<file path="src/rtl/serial_fsm_arbiter.sv">
// Round-robin scheduler sharing one serial bit-pattern FSM among NREQ requesters.
// Define SERIAL_ARB_FIXED_PRIO_EN for fixed priority (lowest index wins) instead of round-robin.
module serial_fsm_arbiter #(
  parameter int NREQ    = 4,
  parameter int FRAME_W = 8,
  parameter int LEN_W   = 4
) (
  input  logic                     clock,
  input  logic                     reset,
  input  logic [NREQ-1:0]          req,
  input  logic [NREQ*FRAME_W-1:0]  frame_data,
  input  logic [NREQ*LEN_W-1:0]    frame_len,
  output logic [NREQ-1:0]          grant,
  output logic                     done,
  output logic                     result,
  output logic                     busy,
  output logic                     fsm_in,
  output logic                     fsm_rst,
  input  logic                     fsm_out
);

  localparam int PTR_W = (NREQ > 1) ? $clog2(NREQ) : 1;

  typedef enum logic [2:0] {IDLE, CLEAR, SHIFT, SAMPLE, RESP} state_t;

  state_t               state_reg, state_next;
  logic [NREQ-1:0]      grant_reg, grant_next;
  logic                 done_reg, done_next;
  logic                 result_reg, result_next;
  logic                 busy_reg, busy_next;
  logic                 fsm_in_reg, fsm_in_next;
  logic                 fsm_rst_reg, fsm_rst_next;
  logic [FRAME_W-1:0]   shift_reg, shift_next;
  logic [LEN_W-1:0]     cnt_reg, cnt_next;
  logic                 len_zero_reg, len_zero_next;

  logic [PTR_W-1:0]     ptr;
  logic [PTR_W-1:0]     pick_idx;
  logic                 pick_found;
  int                   rr_idx;

  logic [FRAME_W-1:0]   frame_arr [NREQ];
  logic [LEN_W-1:0]     len_arr   [NREQ];

  // Per-requester views, with the length already clamped to FRAME_W
  generate
    for (genvar gi = 0; gi < NREQ; gi++) begin : g_unpack
      assign frame_arr[gi] = frame_data[gi*FRAME_W +: FRAME_W];
      assign len_arr[gi]   = (frame_len[gi*LEN_W +: LEN_W] > LEN_W'(FRAME_W)) ?
                             LEN_W'(FRAME_W) : frame_len[gi*LEN_W +: LEN_W];
    end
  endgenerate

`ifdef SERIAL_ARB_FIXED_PRIO_EN
  assign ptr = '0;
`else
  logic [PTR_W-1:0] ptr_reg;
  logic [PTR_W-1:0] grant_idx;

  always_comb begin
    grant_idx = '0;
    for (int k = 0; k < NREQ; k++) begin
      if (grant_reg[k]) grant_idx = PTR_W'(k);
    end
  end

  // The just-served requester drops to lowest priority
  always_ff @(posedge clock or negedge reset) begin
    if (!reset) begin
      ptr_reg <= '0;
    end else if (state_reg == RESP) begin
      ptr_reg <= (grant_idx == PTR_W'(NREQ - 1)) ? '0 : grant_idx + 1'b1;
    end
  end

  assign ptr = ptr_reg;
`endif

  // First set request at or after the pointer, wrapping modulo NREQ
  always_comb begin
    pick_found = 1'b0;
    pick_idx   = '0;
    rr_idx     = 0;
    for (int k = 0; k < NREQ; k++) begin
      rr_idx = int'(ptr) + k;
      if (rr_idx >= NREQ) rr_idx = rr_idx - NREQ;
      if (!pick_found && req[rr_idx[PTR_W-1:0]]) begin
        pick_found = 1'b1;
        pick_idx   = rr_idx[PTR_W-1:0];
      end
    end
  end

  always_comb begin
    state_next    = state_reg;
    grant_next    = grant_reg;
    done_next     = 1'b0;
    result_next   = result_reg;
    fsm_in_next   = 1'b0;
    fsm_rst_next  = fsm_rst_reg;
    shift_next    = shift_reg;
    cnt_next      = cnt_reg;
    len_zero_next = len_zero_reg;

    case (state_reg)
      IDLE: begin
        if (pick_found) begin
          state_next    = CLEAR;
          grant_next    = NREQ'(1) << pick_idx;
          shift_next    = frame_arr[pick_idx];
          cnt_next      = len_arr[pick_idx];
          len_zero_next = (len_arr[pick_idx] == '0);
          fsm_rst_next  = 1'b1;
        end
      end
      CLEAR: begin
        if (len_zero_reg) begin
          state_next = SAMPLE;
        end else begin
          state_next   = SHIFT;
          fsm_rst_next = 1'b0;
          fsm_in_next  = shift_reg[0];
          shift_next   = shift_reg >> 1;
        end
      end
      SHIFT: begin
        cnt_next = cnt_reg - 1'b1;
        if (cnt_reg == LEN_W'(1)) begin
          state_next = SAMPLE;
        end else begin
          fsm_in_next = shift_reg[0];
          shift_next  = shift_reg >> 1;
        end
      end
      SAMPLE: begin
        state_next  = RESP;
        done_next   = 1'b1;
        result_next = len_zero_reg ? 1'b0 : fsm_out;
      end
      RESP: begin
        state_next   = IDLE;
        grant_next   = '0;
        fsm_rst_next = 1'b1;
      end
      default: begin
        state_next   = IDLE;
        grant_next   = '0;
        fsm_rst_next = 1'b1;
      end
    endcase

    busy_next = (state_next != IDLE);
  end

  always_ff @(posedge clock or negedge reset) begin
    if (!reset) begin
      state_reg    <= IDLE;
      grant_reg    <= '0;
      done_reg     <= 1'b0;
      result_reg   <= 1'b0;
      busy_reg     <= 1'b0;
      fsm_in_reg   <= 1'b0;
      fsm_rst_reg  <= 1'b1;
      shift_reg    <= '0;
      cnt_reg      <= '0;
      len_zero_reg <= 1'b0;
    end else begin
      state_reg    <= state_next;
      grant_reg    <= grant_next;
      done_reg     <= done_next;
      result_reg   <= result_next;
      busy_reg     <= busy_next;
      fsm_in_reg   <= fsm_in_next;
      fsm_rst_reg  <= fsm_rst_next;
      shift_reg    <= shift_next;
      cnt_reg      <= cnt_next;
      len_zero_reg <= len_zero_next;
    end
  end

  assign grant   = grant_reg;
  assign done    = done_reg;
  assign result  = result_reg;
  assign busy    = busy_reg;
  assign fsm_in  = fsm_in_reg;
  assign fsm_rst = fsm_rst_reg;

endmodule

</file>
<file path="config.mk">
export PLATFORM = sky130hd
export DESIGN_NAME = serial_fsm_arbiter
export DESIGN_NICKNAME = d
export VERILOG_FILES = /design/src/rtl/serial_fsm_arbiter.sv
export SDC_FILE = /design/constraint.sdc
export NUM_CORES = 1
export LEC_CHECK = 0
export BUFFER_PORTS_ARGS = -buffer_cell sky130_fd_sc_hd__buf_4
export CAP_MARGIN = 20
export CORE_ASPECT_RATIO = 0.9
export CORE_MARGIN = 5
export CORE_UTILIZATION = 50
export DETAILED_ROUTE_END_ITERATION = 8
export PLACE_DENSITY = 0.78
export SYNTH_ARGS = -nofsm -noshare
export SYNTH_HDL_FRONTEND = slang
export SYNTH_SLANG_ARGS = --single-unit
</file>
<file path="constraint.sdc">
create_clock -name clock -period 2.17 [get_ports clock]
set_input_delay 0.1085 -clock clock [delete_from_list [all_inputs] [get_ports clock]]
set_output_delay 0.1085 -clock clock [all_outputs]
set_load 0.02 [all_outputs]
</file>
Word-level counts from Yosys, hierarchy flattened
Index checks and enable logic that the tools add are counted.
{ "totals": {"register_bits": 27, "inputBits": 55, "output_inout_bits": 9, "word_cells": 118} }
{ "classes": {"add_sub_neg": 9, "magnitude_cmp": 13, "n_eq_ne": 9, "n_shift": 1, "muxes": 54, "bitwise_logic": 3, "reduce_logical": 18} }
{ "op_table": {"columns": ["op", "n"], "rows": [
  ["8-bit two-way mux", 5],
  ["4-bit two-way mux", 8],
  ["8-bit case mux with 3 select lines", 1],
  ["2-bit two-way mux", 11],
  ["8-bit binary-select mux with 2-bit select", 1],
  ["4-bit > comparator (second input constant)", 4],
  ["1-bit two-way mux", 16],
  ["4-bit case mux with 2 select lines", 2],
  ["3-bit greater-or-equal comparator (second input constant)", 4],
  ["2-bit by 3-bit less-than comparator with 1-bit output (second input constant)", 4],
  ["3-bit case mux with 4 select lines", 1],
  ["1-bit binary-select mux with 2-bit select", 4],
  ["4-bit binary-select mux with 2-bit select", 1],
  ["2-bit by 1-bit subtractor with 2-bit output (second input constant)", 4],
  ["2-bit by 2-bit adder with 3-bit output (second input constant)", 2],
  ["3-bit by 2-bit == test with 1-bit output (second input constant)", 2],
  ["3-bit two-way mux", 2],
  ["2-bit inequality test (second input constant)", 3],
  ["2-bit AND reduction", 3],
  ["3-bit nonzero test", 2],
  ["4-bit by 1-bit == test with 1-bit output (second input constant)", 1],
  ["4-bit logical NOT", 1],
  ["4-bit AND reduction", 1],
  ["1-bit by 2-bit left shift with 4-bit output (first input constant)", 1],
  ["18 further kinds", 23]
]} }

Depth between registers and ports, before layout
Gate-level depths: netlist of the first run.
{ "logic_depth": {"depth_word": 20, "mapped_depth": 7} }

Worst setup path before layout of the first run
OpenSTA, ideal clock, no wires.
{ "synth_timing": {"kind": "reg-to-reg", "startpoint": "reg ptr_reg[0] (netlist: ptr[0])", "endpoint": "reg len_zero_reg", "setup_time_ps": 104, "t_arrival_ps": 1724, "required_ps": 2066, "setup_slack_ps": 342, "path_stages_with_launch": 7, "n_path_buf": 1, "cell_sequence": "dfrtp_1 > nand2b_2 > a221oi_2 > nor2_1 > buf_6 > a221o_1 > o41ai_2"} }
{ "synth_via": {"elab_chain_cells": 19, "elab_cells_between_ends": 43, "classes_between": "add/sub (7); order compare (4); mux (23); bitwise (1); reduce/logical (8)"} }
{ "synth_rtl": {"columns": ["element", "line_no", "text"], "rows": [
  ["start: declaration", "57", "logic [PTR_W-1:0] ptr_reg;"],
  ["start signal: assignment", "72", "ptr_reg <= (grant_idx == PTR_W'(NREQ - 1)) ? '0 : grant_idx + 1'b1;"],
  ["parallel branches: the longest is 19 deep, another holds 2-bit by 1-bit adder with 3-bit output", null, null],
  ["end signal: assignment", "177", "len_zero_reg <= len_zero_next;"],
  ["end: declaration", "35", "logic len_zero_reg, len_zero_next;"]
]} }
Several ways; the timed one is not identified. The select of a mux whose other input is x is not followed.
A chain may end at the register's enable or synchronous reset.

Worst setup path after layout of the first run
{ "layout_timing": {"startpoint": "reg ptr_reg[0] (netlist: ptr[0])", "endpoint": "reg cnt_reg[2]"} }
{ "layout_via": {"elab_chain_cells": 20, "elab_cells_between_ends": 45, "classes_between": "add/sub (7); order compare (4); eq/ne (1); mux (25); bitwise (1); reduce/logical (7)"} }
{ "layout_rtl": {"columns": ["element", "line_no", "text"], "rows": [
  ["parallel branches: the longest is 20 deep, another holds 2-bit by 1-bit adder with 3-bit output", null, null],
  ["end signal: assignment", "176", "cnt_reg <= cnt_next;"],
  ["end: declaration", "34", "logic [LEN_W-1:0] cnt_reg, cnt_next;"]
]} }
Several ways; the timed one is not identified. The select of a mux whose other input is x is not followed.

==> results of run 1 <==
## power groups by stage
| stage | Clock (mW) | Sequential (mW) | Combinational [mW] |
|---|---|---|---|
| floorplan | 0 | 0.969 | 1.18 |
| global placement | 0 | 0.968 | 1.72 |
| detailed placement | 0 | 0.974 | 1.74 |
| CTS | 0.299 | 0.967 | 1.75 |
| global route | 0.316 | 1.01 | 1.96 |
| finish | 0.299 | 0.966 | 1.78 |
## worst min-delay path, cell delays in order
cell	delay, ns
sky130_fd_sc_hd__buf_4	0.08
sky130_fd_sc_hd__nand3b_1	0.06
sky130_fd_sc_hd__nand2_1	0.06
## kinds of logic after synthesis
kind of cell | after synthesis | share of synthesized area [%]
XOR/XNOR | 1 | 0.473
AO/OA/AOI/OAI | 76 | 31.6
adder cells (fa/ha/maj) | 2 | 1.35
flip-flops | 27 | 36.6
multiplexers | 4 | 2.16
AND/OR/NAND/NOR | 61 | 18.5
buffers and inverters | 42 | 9.33
## synth_stat cells (2+ instances only)
| cell type | instances |
|---|---|
| sky130_fd_sc_hd__a2111oi_0 | 7 |
| sky130_fd_sc_hd__nand4b_1 | 3 |
| sky130_fd_sc_hd__clkbuf_1 | 6 |
| sky130_fd_sc_hd__nor4_4 | 2 |
| sky130_fd_sc_hd__dfrtp_1 | 26 |
| sky130_fd_sc_hd__a221o_1 | 5 |
| sky130_fd_sc_hd__mux2i_1 | 4 |
| sky130_fd_sc_hd__a311o_1 | 2 |
| sky130_fd_sc_hd__nand2b_1 | 6 |
| sky130_fd_sc_hd__o32ai_1 | 10 |
| sky130_fd_sc_hd__nor2_1 | 24 |
| sky130_fd_sc_hd__o31ai_1 | 9 |
| sky130_fd_sc_hd__nor2b_1 | 4 |
| sky130_fd_sc_hd__nor3b_1 | 2 |
| sky130_fd_sc_hd__buf_2 | 5 |
| sky130_fd_sc_hd__a21oi_1 | 9 |
| sky130_fd_sc_hd__a21boi_0 | 7 |
| sky130_fd_sc_hd__o21ai_0 | 12 |
| sky130_fd_sc_hd__ha_1 | 2 |
| sky130_fd_sc_hd__nand2_1 | 10 |
| sky130_fd_sc_hd__inv_1 | 27 |
| sky130_fd_sc_hd__nor3_1 | 3 |
## area by class of cell
class	count	area, sq um	share of cell area, %
Clock inverter	1	7.51	0.306
Tap cell	46	57.6	2.35
Clock buffer	3	41.3	1.68
Timing Repair Buffer	73	551	22.5
Sequential cell	27	677	27.6
Multi-Input combinational cell	144	1010	41.3
Inverter	28	105	4.29
## metal layers
metal	vias up	GRT usage, %	share of wire [%]
met5	-	0	0
met4	0	5.43	1.7
met3	8	4.02	7.0
met2	70	31.4	45
met1	822	29.4	46
li1	905	-	-
## repair_timing
| item | 4_1_cts | 5_1_grt |
|---|---|---|
| endpoints found under the hold margin | 26 | 0 |
| resized for setup | 0 | 6 |
| hold buffers | 1 | 0 |
| endpoints found under the setup margin | 0 | 7 |
## placed cells by master, fill, tap and decap left out, types with 2 or more instances in the layout
cell type and instances:
sky130_fd_sc_hd__o21ai_0 12, sky130_fd_sc_hd__buf_4 72, sky130_fd_sc_hd__a2111oi_1 2, sky130_fd_sc_hd__clkbuf_8 3, sky130_fd_sc_hd__dfrtp_1 26, sky130_fd_sc_hd__a311o_1 2, sky130_fd_sc_hd__nand2_1 10, sky130_fd_sc_hd__nor4_4 2
sky130_fd_sc_hd__a21oi_1 9, sky130_fd_sc_hd__o32ai_1 10, sky130_fd_sc_hd__nand4b_1 3, sky130_fd_sc_hd__inv_1 27, sky130_fd_sc_hd__a221o_1 5, sky130_fd_sc_hd__nor3_1 3, sky130_fd_sc_hd__o31ai_1 9, sky130_fd_sc_hd__nand2b_1 6
sky130_fd_sc_hd__nor2b_1 4, sky130_fd_sc_hd__ha_1 2, sky130_fd_sc_hd__nor2_1 23, sky130_fd_sc_hd__mux2i_1 4, sky130_fd_sc_hd__nor3b_1 2, sky130_fd_sc_hd__a2111oi_0 4, sky130_fd_sc_hd__a21boi_0 6
## worst min path at each step
stage | depth (start not counted) | from | endpoint | slack (ns)
2_1_floorplan | 0 | reset | busy | -0.19
3_3_place_gp | 1 | reset | done | 0.04
3_5_place_dp | 1 | reset | done | 0.04
4_1_cts | 3 | fsm_out | result | 0.06
5_1_grt | 3 | fsm_out | result | 0.09
6_report | 3 | fsm_out | result | 0.06
==> run_summary.xml, run 1 <==
<?xml version="1.0" encoding="UTF-8"?>
<metrics>
  <group name="place">
    <metric name="gpl.final_weighted_congestion" unit="">0.880</metric>
    <metric name="place_hpwl" unit="um">3910</metric>
    <metric name="post_dp_cell_area" unit="sq mm">0.00238</metric>
    <metric name="dp.cells" unit="">317</metric>
    <metric name="placement.setup.worst_slack" unit="ns">0.0378</metric>
    <metric name="port-buffer-count" unit="">63</metric>
  </group>
  <group name="synthesis">
    <metric name="ys_top_cells_by_area" unit="">sky130_fd_sc_hd__dfrtp_1, sky130_fd_sc_hd__inv_1, sky130_fd_sc_hd__nor2_1</metric>
    <metric name="postSynthAreaPerCell" unit="sq um">8.69</metric>
    <metric name="synth_cells" unit="">213</metric>
    <metric name="netlist.area_leader.share" unit="%">35.2</metric>
    <metric name="synth_enable_flop_cells" unit="">0</metric>
    <metric name="syn-cell-area" unit="sq mm">0.00185</metric>
    <metric name="dominantRegCellSynth" unit="">sky130_fd_sc_hd__dfrtp_1</metric>
    <metric name="synth-async-reset-ratio" unit="%">100</metric>
    <metric name="synth_seq_area_share" unit="%">36.6</metric>
    <metric name="netlist.top_cell.by_area" unit="">sky130_fd_sc_hd__dfrtp_1</metric>
    <metric name="yosys_synthesis_warning_count" unit="">0</metric>
    <metric name="register_bit_total_from_synthesis" unit="">27</metric>
    <metric name="netlist-cell-type-count" unit="">50</metric>
    <metric name="synth_fp_nets" unit="">270</metric>
  </group>
  <group name="setup_path">
    <metric name="worstReg2RegStart" unit="">ptr[0]</metric>
    <metric name="rr_endpoint" unit="">cnt_reg[2]</metric>
    <metric name="criticalPathCategory" unit="">flop to flop</metric>
    <metric name="worst_setup_path_startpoint" unit="">ptr[0]</metric>
    <metric name="startpoint_type" unit="">flop</metric>
    <metric name="critical_path.cell_chain" unit="">nand2b_2 -&gt; a221oi_2 -&gt; nor2_2 -&gt; a311o_1 -&gt; a221o_1</metric>
    <metric name="timing.critical_path.required" unit="ns">2.34</metric>
    <metric name="timing.reg2reg.setup_slack" unit="ns">0.17</metric>
    <metric name="worst_setup_path_end_kind" unit="">flop</metric>
    <metric name="critical_path.max_fanout" unit="">12</metric>
    <metric name="critical_path_buffers_and_inverters" unit="">0</metric>
    <metric name="timing.reg2reg.worst_path_depth" unit="">5</metric>
    <metric name="worstSetupEndpoint" unit="">cnt_reg[2]</metric>
    <metric name="logic_depth_of_the_worst_setup_path_including_buffers" unit="">5</metric>
    <metric name="critical-path-slowest-cell" unit="">sky130_fd_sc_hd__dfrtp_1</metric>
    <metric name="worst_ep_arrival_time" unit="ns">2.17</metric>
    <metric name="cp_top_family" unit="">compound AO/OA/AOI/OAI gates</metric>
    <metric name="max_stage_delay" unit="ns">0.45</metric>
  </group>
  <group name="die">
    <metric name="core.rowCount" unit="">21</metric>
    <metric name="io-pin-count" unit="">64</metric>
    <metric name="die_y" unit="um">67.7</metric>
    <metric name="core-area" unit="sq mm">0.00365</metric>
    <metric name="start_util" unit="%">50.7</metric>
    <metric name="die_area" unit="sq mm">0.00502</metric>
    <metric name="die_width" unit="um">74.1</metric>
  </group>
  <group name="power">
    <metric name="pwr_density_cell" unit="mW/mm^2">1240</metric>
    <metric name="power_switching_share" unit="%">44.2</metric>
    <metric name="clk_network_pwr_share" unit="%">9.8</metric>
    <metric name="report.power.total" unit="mW">3.04</metric>
    <metric name="static-leakage-power" unit="nW">1.16</metric>
    <metric name="irDropWorstVdd" unit="mV">0.527</metric>
    <metric name="seqPwrFrac" unit="%">31.8</metric>
    <metric name="netSwitchingPower" unit="mW">1.35</metric>
    <metric name="internal_power" unit="mW">1.70</metric>
    <metric name="pwr-share-comb" unit="%">58.4</metric>
  </group>
  <group name="global_routing">
    <metric name="antenna_found_initial" unit="">0</metric>
    <metric name="gr-usage-all-layers" unit="%">20.5</metric>
    <metric name="grt_start_max_net_pins" unit="">28</metric>
    <metric name="global_route_wire_length_before_repair" unit="um">7980</metric>
    <metric name="globalRouteOverflowTotal" unit="">0</metric>
    <metric name="grt_pass1_vias" unit="">1682</metric>
  </group>
  <group name="detailed_routing">
    <metric name="routed_via_density" unit="">5.61</metric>
    <metric name="detail_route.wl_per_cell" unit="um">15.4</metric>
    <metric name="dr.first_iter.drc_count" unit="">116</metric>
    <metric name="totalWireLength" unit="um">4950</metric>
    <metric name="dr_total_vias" unit="">1805</metric>
    <metric name="dr.pass1.iters" unit="">6</metric>
    <metric name="antenna_violating_nets_post_route" unit="">0</metric>
    <metric name="detail_route.drc_violations" unit="">0</metric>
  </group>
  <group name="timing">
    <metric name="hold_violations_final" unit="">0</metric>
    <metric name="finalCritPeriodShare" unit="%">92.3</metric>
    <metric name="final-setup-viol-count" unit="">0</metric>
    <metric name="achievable-frequency" unit="MHz">499</metric>
    <metric name="finalCriticalPeriod" unit="ns">2.00</metric>
    <metric name="final_max_slew_viol_count" unit="">0</metric>
    <metric name="worst_hold_slack" unit="ns">0.0581</metric>
    <metric name="final.setup.tns" unit="ns">0</metric>
    <metric name="timing.max_slew.rel_slack" unit="%">45.2</metric>
    <metric name="clock-skew-final" unit="ns">0.00601</metric>
    <metric name="setup_ws" unit="ns">0.168</metric>
    <metric name="tightestPinTransition" unit="ns">0.815</metric>
  </group>
  <group name="clocking">
    <metric name="worst_setup_hold_path_clk_slew" unit="ns">0.10</metric>
    <metric name="cts_buffers" unit="">3</metric>
    <metric name="cts-htree-levels" unit="">1</metric>
    <metric name="tritoncts" unit="">done</metric>
    <metric name="cts_setup_buffers" unit="">0</metric>
    <metric name="clk_root_buffer_cell" unit="">sky130_fd_sc_hd__clkbuf_8</metric>
    <metric name="clock_insertion_delay_worst_skew" unit="ns">0.28</metric>
    <metric name="cts.path.max_buffers" unit="">2</metric>
    <metric name="cts_num_sinks" unit="">27</metric>
  </group>
  <group name="layout">
    <metric name="utilization" unit="%">67.1</metric>
    <metric name="syn2layout_area_growth" unit="%">32.5</metric>
    <metric name="largest_reg_flops" unit="">8</metric>
    <metric name="layout.cell_area.non_filler" unit="sq mm">0.00245</metric>
    <metric name="antenna_cells_inserted" unit="">0</metric>
    <metric name="finish.net_count" unit="">334</metric>
    <metric name="layoutNonFillerInstCount" unit="">322</metric>
    <metric name="num-fill-cells" unit="">300</metric>
    <metric name="post_route_cells_drive_above_1_share" unit="%">32.2</metric>
  </group>
  <group name="worst_hold_path">
    <metric name="min-delay-path-class" unit="">primary input to flop</metric>
  </group>
  <group name="flow_run">
    <metric name="drv_cap" unit="">0</metric>
  </group>
  <group name="run_status">
    <metric name="run_status" unit="">completed</metric>
  </group>
</metrics>
Power figures use the tool's default switching activity.
==> inputs of run 2 (changes only) <==
- CORE_UTILIZATION: 50 -> 52
- CTS_BUF_LIST: not set -> sky130_fd_sc_hd__clkbuf_4 sky130_fd_sc_hd__clkbuf_8
- PLACE_DENSITY: 0.78 -> 0.81
==> run 2 against run 1 <==
Net effect: register-to-register slack lost 0.03 ns; via count grew 2.7%; total power shrank 0.53%; worst setup slack lost 0.030 ns; highest routed layer unchanged; sequential power shrank 0.7%; clock-buffer cell count is the same; clock power shrank 3%; clock skew grew 0.0027 ns; critical endpoint is now cnt_reg[0]; flip-flop and latch count is the same.
==> run_summary.xml, run 2 (synthesis results as in run 1) <==
<?xml version="1.0" encoding="UTF-8"?>
<metrics>
  <group name="run_status">
    <metric name="run_status" unit="">completed</metric>
  </group>
  <group name="setup_path">
    <metric name="timing.critical_path.required" unit="ns">2.33</metric>
    <metric name="criticalPathCategory" unit="">flop to flop</metric>
    <metric name="startpoint_type" unit="">flop</metric>
    <metric name="worst_ep_arrival_time" unit="ns">2.19</metric>
    <metric name="worst_setup_path_end_kind" unit="">flop</metric>
    <metric name="critical_path.max_fanout" unit="">12</metric>
    <metric name="critical_path.cell_chain" unit="">nand2b_2 -&gt; o21a_1 -&gt; a21oi_1 -&gt; a311o_1 -&gt; a221o_1</metric>
    <metric name="max_stage_delay" unit="ns">0.46</metric>
    <metric name="critical-path-slowest-cell" unit="">sky130_fd_sc_hd__dfrtp_1</metric>
  </group>
  <group name="timing">
    <metric name="tightestPinTransition" unit="ns">0.468</metric>
    <metric name="timing.max_slew.rel_slack" unit="%">68.0</metric>
    <metric name="final_max_slew_viol_count" unit="">0</metric>
    <metric name="finalCritPeriodShare" unit="%">93.6</metric>
    <metric name="final.setup.tns" unit="ns">0</metric>
    <metric name="unrepaired_setup_endpoints_after_global_routing" unit="">false</metric>
    <metric name="finalCriticalPeriod" unit="ns">2.03</metric>
    <metric name="achievable-frequency" unit="MHz">492</metric>
    <metric name="final-setup-viol-count" unit="">0</metric>
    <metric name="hold_violations_final" unit="">0</metric>
    <metric name="clock-skew-final" unit="ns">0.00875</metric>
  </group>
  <group name="layout">
    <metric name="antenna_cells_inserted" unit="">0</metric>
    <metric name="post_route_cells_drive_above_1_share" unit="%">32.0</metric>
    <metric name="num-fill-cells" unit="">278</metric>
    <metric name="syn2layout_area_growth" unit="%">31.9</metric>
    <metric name="sequential_cell_area" unit="sq um">677</metric>
    <metric name="mostFrequentLayoutCell" unit="">sky130_fd_sc_hd__buf_4</metric>
    <metric name="most-common-layout-cells" unit="">sky130_fd_sc_hd__buf_4, sky130_fd_sc_hd__inv_1, sky130_fd_sc_hd__dfrtp_1</metric>
    <metric name="multi_input_comb_area" unit="sq mm">0.00101</metric>
    <metric name="layout.cell_area.non_filler" unit="sq mm">0.00244</metric>
    <metric name="largest_reg_flops" unit="">8</metric>
    <metric name="finish.net_count" unit="">333</metric>
  </group>
  <group name="global_routing">
    <metric name="globalRouteOverflowTotal" unit="">0</metric>
    <metric name="grt_pass1_vias" unit="">1757</metric>
    <metric name="grt_start_max_net_pins" unit="">28</metric>
    <metric name="antenna_found_initial" unit="">0</metric>
    <metric name="gr-usage-all-layers" unit="%">21.5</metric>
    <metric name="global_route_wire_length_before_repair" unit="um">8100</metric>
  </group>
  <group name="die">
    <metric name="die_width" unit="um">72.9</metric>
    <metric name="die_area" unit="sq mm">0.00485</metric>
    <metric name="io-pin-count" unit="">64</metric>
    <metric name="core.rowCount" unit="">20</metric>
    <metric name="core-area" unit="sq mm">0.00340</metric>
    <metric name="start_util" unit="%">54.4</metric>
    <metric name="die_y" unit="um">66.6</metric>
  </group>
  <group name="detailed_routing">
    <metric name="antenna_violating_nets_post_route" unit="">0</metric>
    <metric name="dr.first_iter.drc_count" unit="">141</metric>
    <metric name="routed_via_density" unit="">5.81</metric>
    <metric name="detail_route.drc_violations" unit="">0</metric>
    <metric name="detail_route.wl_per_cell" unit="um">16.1</metric>
    <metric name="dr.pass1.iters" unit="">4</metric>
    <metric name="dr_total_vias" unit="">1853</metric>
    <metric name="totalWireLength" unit="um">5140</metric>
  </group>
  <group name="clocking">
    <metric name="cts_buffers" unit="">3</metric>
    <metric name="cts.path.max_buffers" unit="">2</metric>
    <metric name="cts-htree-levels" unit="">1</metric>
    <metric name="clock_insertion_delay_worst_skew" unit="ns">0.28</metric>
    <metric name="tritoncts" unit="">done</metric>
    <metric name="worst_setup_hold_path_clk_slew" unit="ns">0.10</metric>
    <metric name="cts_setup_buffers" unit="">0</metric>
    <metric name="cts_num_sinks" unit="">27</metric>
    <metric name="clk_root_buffer_cell" unit="">sky130_fd_sc_hd__clkbuf_8</metric>
  </group>
  <group name="place">
    <metric name="gpl.final_weighted_congestion" unit="">0.863</metric>
    <metric name="place_hpwl" unit="um">4030</metric>
    <metric name="port-buffer-count" unit="">63</metric>
    <metric name="post_dp_cell_area" unit="sq mm">0.00237</metric>
  </group>
  <group name="power">
    <metric name="irDropWorstVdd" unit="mV">0.773</metric>
    <metric name="report.power.total" unit="mW">3.03</metric>
    <metric name="static-leakage-power" unit="nW">1.16</metric>
    <metric name="pwr_density_cell" unit="mW/mm^2">1240</metric>
  </group>
  <group name="flow_run">
    <metric name="drv_cap" unit="">0</metric>
  </group>
  <group name="worst_hold_path">
    <metric name="min-delay-path-class" unit="">primary input to flop</metric>
  </group>
</metrics>
[run 2: cell count changes in the layout (fill, tap and decap cells not counted), sizes merged]
cell  previous run  this run
buf             72        71
[run 2: critical path, delay by kind of cell (launching register included)]
| kind | cells | cell delay [ns] |
|---|---|---|
| AO/OA/AOI/OAI | 4 | 1.26 |
| flip-flops | 1 | 0.46 |
| AND/OR/NAND/NOR | 1 | 0.20 |
[run 2: repair_timing]
item                                    4_1_cts  5_1_grt
hold endpoints to repair                     26        0
hold buffers                                  1        0
resized for setup                             0        5
endpoints found under the setup margin        0        4
[run 2: routing by layer]
layer / GRT usage (%) / wire (um) / vias up
met5: 0 / 0 / -
met4: 5.76 / 31 / 0
met3: 5.28 / 499 / 4
met2: 35.1 / 2400 / 90
met1: 28.1 / 2220 / 852
li1: - / - / 907
[run 2: report_power, final]
group / switching (mW) / internal, mW / total (mW)
Clock: 0.161 / 0.130 / 0.291
Combinational: 0.987 / 0.790 / 1.78
Sequential: 0.206 / 0.752 / 0.959
[run 2: cell type report]
cell class,instances,share of cell area [%]
well taps,44,2.26
multi-input cells,144,41.5
clock buffers,3,1.69
inverters,28,4.31
flip-flops and latches,27,27.7
repair buffers,72,22.2
clock inverters,1,0.308
[run 2: per-stage QoR]
step / util, % / std cells / hold slack, ns / worst slack (ns)
global route: 71.7 / 319 / 0.103 / 0.0433
finish: 71.7 / 319 / 0.0702 / 0.138
detailed placement: 69.7 / 314 / 0.0402 / 0.125
floorplan: - / 213 / -0.187 / 0.342
global placement: 69.7 / 314 / 0.0328 / 0.188
CTS: 71.4 / 319 / 0.0703 / 0.0999
[run 2: final timing paths]
check	from	endpoint	slack [ns]	depth (start not counted)
worst max register to register	ptr[0]	cnt_reg[0]	0.14	5
min in group asynchronous	reset	done	0.27	2
max in group asynchronous	reset	fsm_rst	1.61	2
worst max-delay path	ptr[0]	cnt_reg[0]	0.14	5
worst min-delay path	fsm_out	result	0.07	3
worst min register to register	cnt_reg[3]	cnt_reg[3]	0.49	1
